==> src/rtl/uart_pkg.sv <==
// Shared definitions for the UART command decoder: opcodes, error causes and parser states.
package uart_pkg;

    localparam logic [3:0] OP_WRITE = 4'h1;
    localparam logic [3:0] OP_CLEAR = 4'h2;

    localparam logic [1:0] ERR_NONE    = 2'd0;
    localparam logic [1:0] ERR_CHK     = 2'd1;
    localparam logic [1:0] ERR_FRAME   = 2'd2;
    localparam logic [1:0] ERR_TIMEOUT = 2'd3;

    typedef enum logic [1:0] {
        S_HDR,
        S_DATA,
        S_CHK,
        S_SKIP
    } state_e;

endpackage

==> src/rtl/uart_idle_timer.sv <==
// Idle-cycle counter: cleared by i_clr, counts while i_en, flags when it sits at TIMEOUT-1.
module uart_idle_timer #(
    parameter int unsigned TIMEOUT = 50000000
) (
    input  logic i_clk,
    input  logic i_rst,
    input  logic i_clr,
    input  logic i_en,
    output logic o_expired
);

    localparam int unsigned CW = (TIMEOUT > 1) ? $clog2(TIMEOUT) : 1;
    localparam logic [CW-1:0] LAST = CW'(TIMEOUT - 1);

    logic [CW-1:0] cnt_q, cnt_d;

    always_comb begin
        cnt_d = cnt_q;
        if (i_clr) begin
            cnt_d = '0;
        end else if (i_en && (cnt_q != LAST)) begin
            cnt_d = cnt_q + 1'b1;
        end
    end

    always_ff @(posedge i_clk or negedge i_rst) begin
        if (!i_rst) begin
            cnt_q <= '0;
        end else begin
            cnt_q <= cnt_d;
        end
    end

    assign o_expired = i_en && !i_clr && (cnt_q == LAST);

endmodule

==> src/rtl/uart_cmd_decoder.sv <==
// Parses framed 16-bit command words into shadow registers and commits them to the live
// bank only when the frame checksum matches.
module uart_cmd_decoder
    import uart_pkg::*;
#(
    parameter int unsigned NREG    = 8,
    parameter int unsigned TIMEOUT = 50000000
) (
    input  logic                 i_clk,
    input  logic                 i_rst,
    input  logic                 i_set,
    input  logic [15:0]          i_setdata,
    output logic [16*NREG-1:0]   o_regs,
    output logic                 o_commit,
    output logic                 o_err,
    output logic [1:0]           o_err_code,
    output logic                 o_busy
);

    state_e      state_q, state_d;
    logic [4:0]  start_q, start_d;
    logic [7:0]  count_q, count_d;
    logic [7:0]  idx_q, idx_d;
    logic [8:0]  skip_q, skip_d;
    logic [15:0] xor_q, xor_d;
    logic        clear_q, clear_d;
    logic [15:0] shadow_q [NREG];
    logic [15:0] shadow_d [NREG];
    logic [15:0] regs_q [NREG];
    logic [15:0] regs_d [NREG];
    logic        commit_q, commit_d;
    logic        err_q, err_d;
    logic [1:0]  code_q, code_d;
    logic        busy_q;

    logic        expired;
    logic [3:0]  hdr_op;
    logic [7:0]  hdr_count;
    logic [8:0]  hdr_end;
    logic        wr_ok, clr_ok;
    logic [4:0]  wr_addr;

    uart_idle_timer #(
        .TIMEOUT (TIMEOUT)
    ) u_idle_timer (
        .i_clk     (i_clk),
        .i_rst     (i_rst),
        .i_clr     (i_set || (state_q == S_HDR)),
        .i_en      (state_q != S_HDR),
        .o_expired (expired)
    );

    // Range check is widened so start+count can never wrap past NREG.
    assign hdr_op    = i_setdata[15:12];
    assign hdr_count = i_setdata[7:0];
    assign hdr_end   = {5'd0, i_setdata[11:8]} + {1'b0, hdr_count};
    assign wr_ok     = (hdr_op == OP_WRITE) && (hdr_count != 8'd0) && (hdr_end <= 9'(NREG));
    assign clr_ok    = (hdr_op == OP_CLEAR) && (hdr_count == 8'd0);
    assign wr_addr   = start_q + idx_q[4:0];

    always_comb begin
        state_d  = state_q;
        start_d  = start_q;
        count_d  = count_q;
        idx_d    = idx_q;
        skip_d   = skip_q;
        xor_d    = xor_q;
        clear_d  = clear_q;
        shadow_d = shadow_q;
        regs_d   = regs_q;
        commit_d = 1'b0;
        err_d    = 1'b0;
        code_d   = code_q;

        unique case (state_q)
            S_HDR: begin
                if (i_set) begin
                    start_d  = {1'b0, i_setdata[11:8]};
                    count_d  = hdr_count;
                    idx_d    = 8'd0;
                    xor_d    = i_setdata;
                    clear_d  = (hdr_op == OP_CLEAR);
                    shadow_d = regs_q;
                    if (wr_ok) begin
                        state_d = S_DATA;
                    end else if (clr_ok) begin
                        state_d = S_CHK;
                    end else begin
                        err_d   = 1'b1;
                        code_d  = ERR_FRAME;
                        skip_d  = {1'b0, hdr_count} + 9'd1;
                        state_d = S_SKIP;
                    end
                end
            end
            S_DATA: begin
                if (i_set) begin
                    for (int k = 0; k < NREG; k++) begin
                        if (wr_addr == 5'(k)) begin
                            shadow_d[k] = i_setdata;
                        end
                    end
                    xor_d = xor_q ^ i_setdata;
                    idx_d = idx_q + 8'd1;
                    if ((idx_q + 8'd1) == count_q) begin
                        state_d = S_CHK;
                    end
                end
            end
            S_CHK: begin
                if (i_set) begin
                    if (i_setdata == xor_q) begin
                        for (int k = 0; k < NREG; k++) begin
                            regs_d[k] = clear_q ? 16'd0 : shadow_q[k];
                        end
                        commit_d = 1'b1;
                        code_d   = ERR_NONE;
                    end else begin
                        err_d  = 1'b1;
                        code_d = ERR_CHK;
                    end
                    state_d = S_HDR;
                end
            end
            S_SKIP: begin
                if (i_set) begin
                    skip_d = skip_q - 9'd1;
                    if (skip_q == 9'd1) begin
                        state_d = S_HDR;
                    end
                end
            end
            default: state_d = S_HDR;
        endcase

        // A word arriving in the expiry cycle wins; the timer only fires on idle cycles.
        if (!i_set && expired) begin
            err_d   = 1'b1;
            code_d  = ERR_TIMEOUT;
            state_d = S_HDR;
        end
    end

    always_ff @(posedge i_clk or negedge i_rst) begin
        if (!i_rst) begin
            state_q  <= S_HDR;
            start_q  <= '0;
            count_q  <= '0;
            idx_q    <= '0;
            skip_q   <= '0;
            xor_q    <= '0;
            clear_q  <= 1'b0;
            commit_q <= 1'b0;
            err_q    <= 1'b0;
            code_q   <= ERR_NONE;
            busy_q   <= 1'b0;
            for (int k = 0; k < NREG; k++) begin
                shadow_q[k] <= '0;
                regs_q[k]   <= '0;
            end
        end else begin
            state_q  <= state_d;
            start_q  <= start_d;
            count_q  <= count_d;
            idx_q    <= idx_d;
            skip_q   <= skip_d;
            xor_q    <= xor_d;
            clear_q  <= clear_d;
            commit_q <= commit_d;
            err_q    <= err_d;
            code_q   <= code_d;
            busy_q   <= (state_d != S_HDR);
            shadow_q <= shadow_d;
            regs_q   <= regs_d;
        end
    end

    for (genvar g = 0; g < NREG; g++) begin : g_regs
        assign o_regs[16*g +: 16] = regs_q[g];
    end

    assign o_commit   = commit_q;
    assign o_err      = err_q;
    assign o_err_code = code_q;
    assign o_busy     = busy_q;

endmodule

==> config.mk <==
export PLATFORM = sky130hd
export DESIGN_NAME = uart_cmd_decoder
export DESIGN_NICKNAME = d
export VERILOG_FILES = /design/src/rtl/uart_pkg.sv /design/src/rtl/uart_idle_timer.sv /design/src/rtl/uart_cmd_decoder.sv
export SDC_FILE = /design/constraint.sdc
export NUM_CORES = 1
export LEC_CHECK = 0
export ABC_AREA = 1
export CAP_MARGIN = 5
export CORE_ASPECT_RATIO = 1.1
export CORE_MARGIN = 4
export CORE_UTILIZATION = 58
export DETAILED_ROUTE_END_ITERATION = 12
export PLACE_DENSITY_LB_ADDON = 0.15
export SLEW_MARGIN = 5
export SYNTH_ARGS = -nofsm -noshare
export SYNTH_HDL_FRONTEND = slang
export SYNTH_SLANG_ARGS = --single-unit
==> constraint.sdc <==
create_clock -name i_clk -period 3.2 [get_ports i_clk]
set_clock_uncertainty 0.15 [all_clocks]
set_input_delay 0.64 -clock i_clk [delete_from_list [all_inputs] [get_ports i_clk]]
set_output_delay 0.64 -clock i_clk [all_outputs]
set_load 0.02 [all_outputs]
# After elaboration in Yosys (flattened, before gate mapping)
# Cells that the tools add are included.
# W data, S select, Z words.
[totals]
ff_bits = 335
inputBits = 19
output_inout_bits = 133
[op_classes]
magnitude_cmp = 1
reduce_logical = 33
n_bitwise = 1
n_addsub = 6
muxes = 59
n_eq_ne = 34
[ops]
columns = ["cell", "n"]
rows = [
  ["$mux W16", 18],
  ["$mux W128", 2],
  ["$pmux W128 S2", 1],
  ["$mux W26", 2],
  ["$mux W9", 4],
  ["$pmux W16 S2", 1],
  ["$reduce_and A4 Y1", 8],
  ["$add A26 B1 Y26 const B", 1],
  ["$eq A26 B26 Y1 const B", 1],
  ["$mux W2", 13],
  ["$ne A2 B2 Y1 const B", 13],
  ["$ne A26 B26 Y1 const B", 1],
  ["$eq A5 B3 Y1 const B", 4],
  ["$pmux W9 S2", 1],
  ["$eq A16 B16 Y1", 1],
  ["$mux W8", 2],
  ["$pmux W8 S2", 1],
  ["$xor A16 B16 Y16", 1],
  ["$mux W1", 11],
  ["$eq A5 B2 Y1 const B", 2],
  ["$reduce_and A5 Y1", 2],
  ["$reduce_bool A2 Y1", 5],
  ["$add A4 B8 Y9", 1],
  ["$add A8 B1 Y9 const B", 1],
  ["other kinds (26)", 37],
]

# Depth between registers and ports, before layout
[depth]
ltp_word = 8
depth_mapped = 15

# Modules after synthesis
# Synthesis repeated with hierarchy kept, for this count alone.
[hier_totals]
cells_unflattened = 2040
hier_area_um2 = 16784.8
[modules_own_cells]
columns = ["mod", "n_inst", "area_each_um2", "cells_per_inst"]
rows = [
  ["uart_cmd_decoder", 1, 14959.3, 1749],
  ["uart_idle_timer", 1, 1825.5, 291],
]

# Worst setup path before layout
# Ideal clock, no wire load.
[synth_timing]
path_type = "input to register"
startpoint = "in i_setdata[0]"
endpoint = "reg skip_q[5]"
cell_stages = 12
path_buffers = 1
path_slack_ns = 0.666
arrival_time_ns = 2.267
cell_sequence = "ha_1 > fa_1 > or2_2 > nor2_1 > a21oi_1 > a21oi_1 > nand2_1 > nand2_1 > nand2_1 > buf_4 > nand3_1 > nand2_1"
[synth_between]
elab_chain_len = 5
elab_cells_between_ends = 15
classes_between = "2 x add/sub; 1 x order compare; 2 x eq/ne; 4 x mux; 6 x reduce/logical"
[synth_rtl]
columns = ["element", "line_no", "source"]
rows = [
  ["start: declaration", "uart_cmd_decoder.sv:12", "input logic [15:0] i_setdata,"],
  ["$add A4 B8 Y9, or another cell as far along", "uart_cmd_decoder.sv:56", "assign hdr_end = {5'd0, i_setdata[11:8]} + {1'b0, hdr_count};"],
  ["$le A9 B4 Y1, or another cell as far along", "uart_cmd_decoder.sv:57", "assign wr_ok = (hdr_op == OP_WRITE) && (hdr_count != 8'd0) && (hdr_end <= 9'(NREG));"],
  ["$logic_and A1 B1 Y1 / $mux W9 (equally long branches)", "uart_cmd_decoder.sv:57, uart_cmd_decoder.sv:84", ""],
  ["$ne A2 B2 Y1 (no source line) / $mux W9 (equally long branches)", "--", ""],
  ["$reduce_and A5 Y1 (no source line) / $pmux W9 S2 (equally long branches)", "--", ""],
  ["end signal: assignment", "uart_cmd_decoder.sv:166", "skip_q <= skip_d;"],
  ["end: declaration", "uart_cmd_decoder.sv:24", "logic [8:0] skip_q, skip_d;"],
]
# Parallel ways exist; a longest one is shown, timed or not. The select of a mux whose other input is x is not followed.
# A chain may end at the register's enable or synchronous reset.

# Worst setup path in the final report
[layout_timing]
startpoint = "reg idx_q[0]"
endpoint = "reg shadow_q[66] in the netlist's numbering"
[layout_between]
elab_chain_len = 4
[layout_rtl]
columns = ["element", "line_no", "source"]
rows = [
  ["start: declaration", "uart_cmd_decoder.sv:23", "logic [7:0] idx_q, idx_d;"],
  ["start signal: assignment", "uart_cmd_decoder.sv:165", "idx_q <= idx_d;"],
  ["$add A4 B5 Y5", "uart_cmd_decoder.sv:59", "assign wr_addr = start_q + idx_q[4:0];"],
  ["$eq A5 B2 Y1", "uart_cmd_decoder.sv:99", "if (wr_addr == 5'(k)) begin"],
  ["$ne A2 B2 Y1 (no source line)", "--", ""],
  ["$reduce_and A4 Y1 (no source line)", "--", ""],
  ["end signal: assignment", "uart_cmd_decoder.sv:173", "shadow_q <= shadow_d;"],
  ["end: declaration", "uart_cmd_decoder.sv:27", "logic [15:0] shadow_q [NREG];"],
]
# No other way between the ends.

==> results.cfg <==
[floorplanning]
die_w_um = 169
design.portCount = 152
die_y_um = 185
core_mm2 = 0.0279
start_util_pct = 59.1
die_area_mm2 = 0.0311
core.rowCount = 64

[synthesis]
yosysUniqueCellTypes = 46
synth_top_area_cell = dfrtp_1
synth_top_area_share_pct = 50.9
ys_seq_area_share_pct = 50.9
ys_ff_latch = 335
netlist_area_mm2 = 0.0165
synthCells = 2106
synth_ff_type = dfrtp_1
synth.net_count = 2141
avgSynthCellArea_um2 = 7.81
synth_area_leaders = dfrtp_1, nand2_1, o21ai_0
async_flop_share_pct = 100
synth-edff-count = 0
yosysWarnings = 0

[finish]
nNetsFinal = 2270
final_area_mm2 = 0.0196
syn2layout_area_growth_pct = 19.1
final_core_util_pct = 70.4
multi_input_area_mm2 = 0.00719
fillers = 2218
final-seq-area_mm2 = 0.00839
drive_gt1_share_pct = 6.87

[timing]
period_needed_ps = 2870
min_period_over_period_pct = 89.8
drv_slew = 0
holdWs_ps = 334
max-slew-margin-rel_pct = 39.8
worst_pin_slew_ps = 904
finalSetupViolCount = 0
rsz0062_at_grt = false
fmaxAchievable_ghz = 0.348
hold_viol = 0
postLayoutSetupSlackWorst_ps = 327

[flow_run]
cap_violations = 0

[setup_path]
crit_required_ps = 3500
worstSetupPathType = reg -> reg
cp.arrival_ps = 3170
ff2ff_path_depth = 11
start_kind = register
crit_fanout = 17
end_kind = register

[detailed_routing]
drc_errors = 0
via_count = 15100
drt_iter0_markers = 1698
viasPerCell = 5.77
wl_mm = 47.4
dr.pass1.iters = 7
avgRoutedWirePerCell_um = 18.1
drtAntennaViolNets = 0

[clock_tree]
ctsResizeCount = 0
cts_max_path_buffers = 3
clock_latency_ps = 520
post-cts-setup-buffers = 0
clk_pin_slew_ps = 60
clkSinkCount = 335
cts-buffers-inserted = 36
cts-htree-levels = 2
ctsRootBufferMaster = clkbuf_16
cts_tree = built

[run_status]
status = finished, final reports clean

[global_routing]
grt_usage_pct = 30.7
overflow = 0
grt_pass1_vias = 14600
grt_pass1_wl_mm = 77.0
grt_start_max_net_pins = 81
antenna_found_initial = 0

[worst_hold_path]
hold_path_class = reg -> reg
hold_depth = 2

[power_and_ir_drop]
finalPower_w = 0.0146
leakagePower_nw = 9.80
cellPowerDensity_mw_per_mm2 = 747
ir_drop_v = 0.000542

[place]
dp_hpwl_mm = 30.1
place_ws_ps = -48.3
place_area_mm2 = 0.0184
gp_congestion = 0.925
io_buffer_count = 151
==> per-stage QoR <==
stage                     TNS (ps)  cells
after floorplan                  0   2106
after global placement           0   2559
after detailed placement      -163   2559
after CTS                        0   2620
after global routing             0   2620
final                            0   2621
==> cell families (layout without fill, tap and decap cells) <==
kind of cell / count (synthesis) / count (layout) / share of synthesized area (%)
AO/OA/AOI/OAI: 333 / 333 / 10.4
AND/OR/NAND/NOR: 1174 / 1174 / 29.7
buffers and inverters: 205 / 356 / 5.41
XOR/XNOR: 43 / 43 / 2.29
adder cells (fa/ha/maj): 16 / 16 / 1.31
flip-flops: 335 / 335 / 50.9
other: 0 / 1 / 0
==> area by class of cell <==
class | count | area share [%]
clock buffer | 55 | 5.68
multi-input combinational | 1566 | 36.7
inverter | 86 | 1.67
clock inverter | 5 | 0.287
sequential | 335 | 42.8
timing repair buffer | 210 | 10.6
tap | 363 | 2.32
antenna | 1 | 0.0128
==> where the power goes <==
part | switching, W | internal (W)
Sequential | 0.000692 | 0.00510
Combinational | 0.00328 | 0.00142
Clock | 0.00167 | 0.00247
==> state kept, by name (all words and copies together) (netlist names) <==
register,count
o_regs,128
shadow_q,128
u_idle_timer.cnt_q,26
xor_q,16
skip_q,9
count_q,8
idx_q,8
start_q,4
o_err_code,2
state_q,2
clear_q,1
o_busy,1
o_commit,1
o_err,1
==> Yosys cell counts, types with 2 or more instances <==
cell / number
clkbuf_2: 11
nor2_4: 4
buf_6: 3
dfrtp_1: 335
a32oi_1: 2
inv_2: 2
nor3_1: 16
buf_2: 32
or2_2: 3
a211oi_1: 2
a31oi_1: 4
buf_4: 12
nand3_1: 189
fa_1: 2
xor2_1: 25
nand2_4: 2
xnor2_1: 18
clkbuf_1: 54
nand2_2: 15
nor2_2: 4
nand4_1: 12
a21oi_1: 23
ha_1: 14
o21ai_0: 290
nor2_1: 59
nor3_2: 2
buf_1: 7
nand2_1: 853
nor4_1: 5
o22ai_1: 6
inv_1: 84
nand3b_1: 2
==> layout by cell type, fill, tap and decap left out, drive strengths merged, types with 18 or more instances in the layout <==
master	synthesis	routed
nand2	870	870
dfrtp	335	335
o21ai	291	291
nand3	191	191
clkdlybuf4s50	0	150
inv	86	85
nor2	67	67
buf	54	59
clkbuf	65	55
xor2	25	25
a21oi	23	23
nor3	19	19
xnor2	18	18
==> what timing repair did <==
action                                  in CTS  in global routing
endpoints found under the setup margin       0                  0
hold endpoints to repair                     3                  0
hold buffers                                 1                  0
==> worst paths after layout <==
check	startpoint	endpoint	slack (ps)
setup / recovery	idx_q[0]	shadow_q[66]	330
hold / removal	o_err_code[0]	o_err_code[0]	330
setup reg to reg	idx_q[0]	shadow_q[66]	330
hold reg to reg	o_err_code[0]	o_err_code[0]	330
max in group asynchronous	i_rst	o_regs[42]	1530
min in group asynchronous	i_rst	o_regs[30]	540
==> worst max-delay path, stage by stage, from the launching register on <==
cell	delay [ps]
dfrtp_1	420
ha_1	240
fa_1	430
nand3_1	100
nand2_1	70
xor2_1	200
nand2_1	120
nor2_1	200
nand2_2	300
nand2_2	390
nand2_1	90
nand2_1	80
==> layer usage <==
metal,up-vias,GRT usage [%],part of all wire (%)
li1,7083,-,-
met1,7262,42.6,42
met2,674,49.3,47
met3,108,5.19,8.1
met4,0,10.8,3.5
met5,-,0,0
No activity file was read; power rests on OpenSTA's default activity.
